[src/rtl/hnm_controller_pkg.sv]
// rtl/hnm_controller_pkg.sv - shared HNM sizing constants and controller FSM encoding
package hnm_controller_pkg;

    localparam int NROWS_HNM = 256;
    localparam int SSID_W    = 8;

    typedef enum logic [2:0] {
        ST_IDLE  = 3'd0,
        ST_DRAIN = 3'd1,
        ST_DUMP  = 3'd2,
        ST_CLEAR = 3'd3,
        ST_DONE  = 3'd4
    } hnm_state_e;

endpackage

[src/rtl/hnm_rr_arbiter.sv]
// rtl/hnm_rr_arbiter.sv - combinational round-robin arbiter, search starts after last winner
module hnm_rr_arbiter #(
    parameter int N     = 4,
    parameter int IDX_W = (N > 1) ? $clog2(N) : 1
) (
    input  logic [N-1:0]     req_i,
    input  logic [IDX_W-1:0] last_i,
    output logic [N-1:0]     grant_o
);

    logic [IDX_W-1:0] idx;
    logic             found;

    always_comb begin
        grant_o = '0;
        found   = 1'b0;
        idx     = '0;
        for (int k = 1; k <= N; k++) begin
            idx = IDX_W'((int'(last_i) + k) % N);
            if (!found && req_i[idx]) begin
                grant_o[idx] = 1'b1;
                found        = 1'b1;
            end
        end
    end

endmodule

[src/rtl/hnm_controller.sv]
// rtl/hnm_controller.sv - HNM access controller: write/read arbitration and end-of-event dump-and-clear sweep
module hnm_controller
    import hnm_controller_pkg::*;
#(
    parameter int N_WR = 4
) (
    input  logic                   clk,
    input  logic                   reset,
    input  logic [N_WR-1:0]        wr_req,
    input  logic [N_WR*SSID_W-1:0] wr_ssid,
    output logic [N_WR-1:0]        wr_grant,
    input  logic                   rd_req,
    input  logic [SSID_W-1:0]      rd_ssid,
    output logic                   rd_grant,
    input  logic                   clear_req,
    input  logic                   HNM_writeReady,
    input  logic                   HNM_readReady,
    output logic                   write,
    output logic [SSID_W-1:0]      SSID_write,
    output logic                   read,
    output logic [SSID_W-1:0]      SSID_read,
    output logic                   HNM_reset,
    output logic                   dump_active,
    output logic                   clear_done
);

    localparam int IDX_W = (N_WR > 1) ? $clog2(N_WR) : 1;

    hnm_state_e       state_q;
    logic [SSID_W-1:0] row_q;
    logic [IDX_W-1:0] last_q, last_d;
    logic             write_q, read_q, hnm_reset_q, dump_active_q, clear_done_q;
    logic [SSID_W-1:0] ssid_write_q, ssid_read_q, ssid_sel;
    logic             idle, wr_en, any_grant;
    logic [N_WR-1:0]  arb_req, arb_grant;

    // Grants are only ever live in IDLE and out of reset.
    assign idle     = (state_q == ST_IDLE);
    assign wr_en    = reset & idle & HNM_writeReady;
    assign arb_req  = wr_req & {N_WR{wr_en}};
    assign wr_grant = arb_grant;
    assign rd_grant = reset & idle & rd_req & HNM_readReady;
    assign any_grant = |arb_grant;

    hnm_rr_arbiter #(.N(N_WR), .IDX_W(IDX_W)) u_arb (
        .req_i   (arb_req),
        .last_i  (last_q),
        .grant_o (arb_grant)
    );

    always_comb begin
        last_d   = last_q;
        ssid_sel = '0;
        for (int i = 0; i < N_WR; i++) begin
            if (arb_grant[i]) begin
                last_d   = IDX_W'(i);
                ssid_sel = wr_ssid[i*SSID_W +: SSID_W];
            end
        end
    end

    always_ff @(posedge clk) begin
        if (!reset) begin
            state_q       <= ST_IDLE;
            row_q         <= '0;
            last_q        <= IDX_W'(N_WR - 1);
            write_q       <= 1'b0;
            ssid_write_q  <= '0;
            read_q        <= 1'b0;
            ssid_read_q   <= '0;
            hnm_reset_q   <= 1'b0;
            dump_active_q <= 1'b0;
            clear_done_q  <= 1'b0;
        end else begin
            write_q      <= any_grant;
            last_q       <= last_d;
            read_q       <= 1'b0;
            hnm_reset_q  <= 1'b0;
            clear_done_q <= 1'b0;
            if (any_grant) begin
                ssid_write_q <= ssid_sel;
            end
            case (state_q)
                ST_IDLE: begin
                    read_q <= rd_grant;
                    if (rd_grant) begin
                        ssid_read_q <= rd_ssid;
                    end
                    if (clear_req) begin
                        state_q       <= ST_DRAIN;
                        dump_active_q <= 1'b1;
                    end
                end
                ST_DRAIN: begin
                    state_q <= ST_DUMP;
                    row_q   <= '0;
                end
                ST_DUMP: begin
                    // Row advances only when the HNM accepts the read, so stalls never skip rows.
                    if (HNM_readReady) begin
                        read_q      <= 1'b1;
                        ssid_read_q <= row_q;
                        if (row_q == SSID_W'(NROWS_HNM - 1)) begin
                            row_q       <= '0;
                            state_q     <= ST_CLEAR;
                            hnm_reset_q <= 1'b1;
                        end else begin
                            row_q <= row_q + 1'b1;
                        end
                    end
                end
                ST_CLEAR: begin
                    state_q      <= ST_DONE;
                    clear_done_q <= 1'b1;
                end
                ST_DONE: begin
                    state_q       <= ST_IDLE;
                    dump_active_q <= 1'b0;
                end
                default: begin
                    state_q       <= ST_IDLE;
                    dump_active_q <= 1'b0;
                end
            endcase
        end
    end

    assign write       = write_q;
    assign SSID_write  = ssid_write_q;
    assign read        = read_q;
    assign SSID_read   = ssid_read_q;
    assign HNM_reset   = hnm_reset_q;
    assign dump_active = dump_active_q;
    assign clear_done  = clear_done_q;

endmodule

[config.mk]
export PLATFORM = sky130hd
export DESIGN_NAME = hnm_controller
export DESIGN_NICKNAME = d
export VERILOG_FILES = /design/src/rtl/hnm_controller_pkg.sv /design/src/rtl/hnm_rr_arbiter.sv /design/src/rtl/hnm_controller.sv
export SDC_FILE = /design/constraint.sdc
export NUM_CORES = 1
export LEC_CHECK = 0
export CAP_MARGIN = 10
export CELL_PAD_IN_SITES_DETAIL_PLACEMENT = 0
export CELL_PAD_IN_SITES_GLOBAL_PLACEMENT = 1
export CORE_MARGIN = 4
export CORE_UTILIZATION = 46
export CTS_CLUSTER_DIAMETER = 150
export DETAILED_ROUTE_END_ITERATION = 8
export DONT_BUFFER_PORTS = 1
export PLACE_DENSITY = 0.79
export SETUP_SLACK_MARGIN = 0.4
export SYNTH_ARGS = -nofsm -noshare
export SYNTH_HDL_FRONTEND = slang
export SYNTH_SLANG_ARGS = --single-unit
export TNS_END_PERCENT = 10
[constraint.sdc]
create_clock -name clk -period 4.2 [get_ports clk]
set_input_delay 0.63 -clock clk [delete_from_list [all_inputs] [get_ports clk]]
set_output_delay 0.63 -clock clk [all_outputs]
set_load 0.05 [all_outputs]
==> results.toml <==
[outcome]
outcome = "finished, final reports clean"

[worst_hold_path]
timing.hold.worst_path_depth = 1
worst_hold_startpoint = "reset"
worstHoldPathType = "primary input to flop"
holdPathEnd = "SSID_read[1]"

[placement]
globalplace.congestion = 1.02
dp_hpwl_um = 3770
place.port_buffers = 0

[sta]
fin_setup_tns_ns = 0
slew_headroom_pct = 35.7
grt_setup_unrepaired = "false"
fmax_ghz = 0.290
timing.final.max_slew_violations = 0
tightestPinTransition_ns = 0.961
finalHoldViolCount = 0
period_utilization_post_route_pct = 82.2
fin_skew_ns = 0.00237
final_period_minus_worst_setup_slack_ns = 3.45
setup_viol = 0

[worst_setup_path]
critical_path_required_ns = 4.37
rr_startpoint = "last_q[0]"
slowest_stage = "o32ai_4"
setup.worst_path.start_class = "flop"
cp_slowest_stage_delay_ns = 0.48
criticalPathCategory = "flop to flop"
critical_path.cell_chain = "inv_1 -> ha_1 -> mux2i_1 -> and3_1 -> a311oi_2 -> o22a_2 -> inv_2 -> o32ai_4 -> a211oi_1 -> a221o_1"
cp_data_arrival_time_ns = 3.63
crit_path_start = "last_q[0]"
end_kind = "flop"
minimum_setup_slack_among_reg_to_reg_paths_ns = 0.75
crit_fanout = 13
r2r_cells = 10
reg2reg_to = "SSID_write[0]"

[pwr]
leak_pwr_nw = 0.889
power_density_nw_per_um2 = 543
worst_ir_drop_vdd_uv = 319

[detailed_routing]
routed_length_on_met2_um = 2110
drt_first_pass_iters = 4
ant_nets = 0
drc = 0
drt-met1-wl_um = 2040
vias = 1665
initialDrtViolationCount = 65
met3RoutedLength_um = 563
wirelength_um = 4820
post_drt_via_cell_ratio = 6.33
routed_wire_length_per_instance_um = 18.3
top_layer = "met4"

[clocking]
clk_pin_slew_worst_paths_ns = 0.07
cts-root-to-sink-buffers = 2
post_cts.repair.setup_buffers = 0
worstSkewPairLatency_ns = 0.29
cts_root_buf = "clkbuf_8"
htree_levels = 2
cts-buffers-inserted = 5
cts_tree = "done"
clock_sinks = 34

[layout]
post-route-util_pct = 51.9
drive_gt1_share_pct = 11.3
antenna_cells_inserted = 0
fin_nets = 271
area_growth_pct = 6.07
fill_cells = 379

[die]
fp-row-count = 23
core_area_um2 = 4090
pin_count = 76
die_area_um2 = 5460
initial_core_utilization_pct = 48.9
floorplan_die_width_um = 73.9
die_y_um = 73.9

[synth]
synthesis.area_um2 = 2000
synth_top_area_share_pct = 34.1
synth.yosys.seq_area_share_pct = 34.1
flops_latches_synth = 34
postSynthCellCount = 215
synthDominantAreaCellType = "dfxtp_1"
total_number_of_yosys_warnings = 0
syn_area_per_cell_um2 = 9.29
synth.net_count = 274
synth_area_leaders = "dfxtp_1, mux2i_1, ha_1"
synth.lib_cells_used.distinct = 43

[grt]
grt_remaining_overflow = 0
grt_start_max_net_pins = 18
grt_pass1_wl_um = 7570
track_usage_pct = 18.1
grt_pass1_vias = 1579
antenna_violations_before_repair = 0

[flow_run]
maxCapViolCount = 0
## logic make-up (layout without fill, tap and decap cells)
logic type	count (synthesis)	after routing	synth area share (%)
buffers and inverters	17	15	4.26
and+or+nand+nor	74	74	19.5
xor gates and xnor gates	4	4	1.75
AOI/OAI and AO/OA	58	58	22.8
adders and majority gates	9	9	5.64
muxes	19	19	12.0
DFF	34	34	34.1
## registers in the layout, summed over array words and instances (netlist names), 2 cells and up
name,flops
state_q,3
SSID_write,8
row_q,8
last_q,2
SSID_read,8
## routing by layer
layer	vias up	GRT usage [%]
met3	8	8.48
li1	802	-
met1	772	22.6
met4	0	6.24
met2	83	27.5
met5	-	0
## report_power, final
group          internal (mW)  switching, mW  total, mW
sequential             0.370          0.178      0.548
combinational          0.153          0.204      0.357
clock                  0.132          0.115      0.247
total                  0.655          0.496       1.15
## worst max path at each step
| stage | to | slack [ns] | cells past startpoint |
|---|---|---|---|
| 5_1_grt | SSID_write[0] | 0.50 | 10 |
| 3_3_place_gp | SSID_write[0] | 0.64 | 10 |
| 2_1_floorplan | wr_grant[3] | 0.92 | 9 |
| 6_report | SSID_write[0] | 0.75 | 10 |
| 4_1_cts | wr_grant[0] | 0.47 | 7 |
| 3_5_place_dp | SSID_write[0] | 0.42 | 10 |
## Yosys cell counts (all sizes together)
master,n
a211oi,8
a21boi,1
a21o,1
a21oi,14
a221o,8
a22oi,5
a311oi,1
a31oi,1
and3,2
and4,4
and4b,1
buf,7
clkbuf,5
dfxtp,34
ha,9
inv,5
mux2i,15
mux4,4
nand2,18
nand2b,3
nand3,13
nand3b,1
nand4,3
nor2,19
nor2b,4
nor3,1
nor3b,1
nor4b,1
o211a,8
o21a,1
o21ai,5
o22a,2
o22ai,1
o31ai,1
o32ai,1
or3,3
xnor2,1
xor2,3
## final cells by class
class                           instances  area (µm²)  share of cell area [%]
Clock buffer                            7        86.3                    4.07
Clock inverter                          1        5.00                   0.236
Inverter                                5        18.8                   0.885
Multi-Input combinational cell        164        1250                    58.9
Sequential cell                        34         683                    32.2
Tap cell                               50        62.6                    2.95
Timing Repair Buffer                    2        15.0                   0.708
## per-stage QoR
stage	power [mW]	hold slack [ns]	worst slack, ns	area [µm²]	std cells
after CTS	1.15	0.463	0.468	2110	263
after global routing	1.22	0.452	0.498	2120	263
after global placement	0.893	0.504	0.642	2020	255
after detailed placement	0.904	0.513	0.420	2020	255
after floorplan	0.847	0.470	0.925	2000	215
final	1.15	0.470	0.746	2120	263
## cells in the final DEF (no fill, tap or decap), drive strengths merged, types with 4 or more instances in the layout
master	count
dfxtp	34
nor2	19
nand2	18
mux2i	15
a21oi	14
nand3	13
ha	9
a211oi	8
a221o	8
o211a	8
clkbuf	7
a22oi	5
o21ai	5
inv	5
mux4	4
and4	4
nor2b	4
## critical path, delay by kind of cell (launching register included)
kind | cells | cell delay (ns)
compound gates | 5 | 1.71
fa+ha+maj | 1 | 0.41
flops | 1 | 0.47
buf+inv | 2 | 0.41
simple gates | 1 | 0.19
mux | 1 | 0.14
## repair_timing
item,CTS,global route
setup endpoints to repair,1,11
hold buffers,0,0
gates resized for setup,1,4
gates cloned,0,0
hold endpoints to repair,0,0
Power figures use the tool's default switching activity.
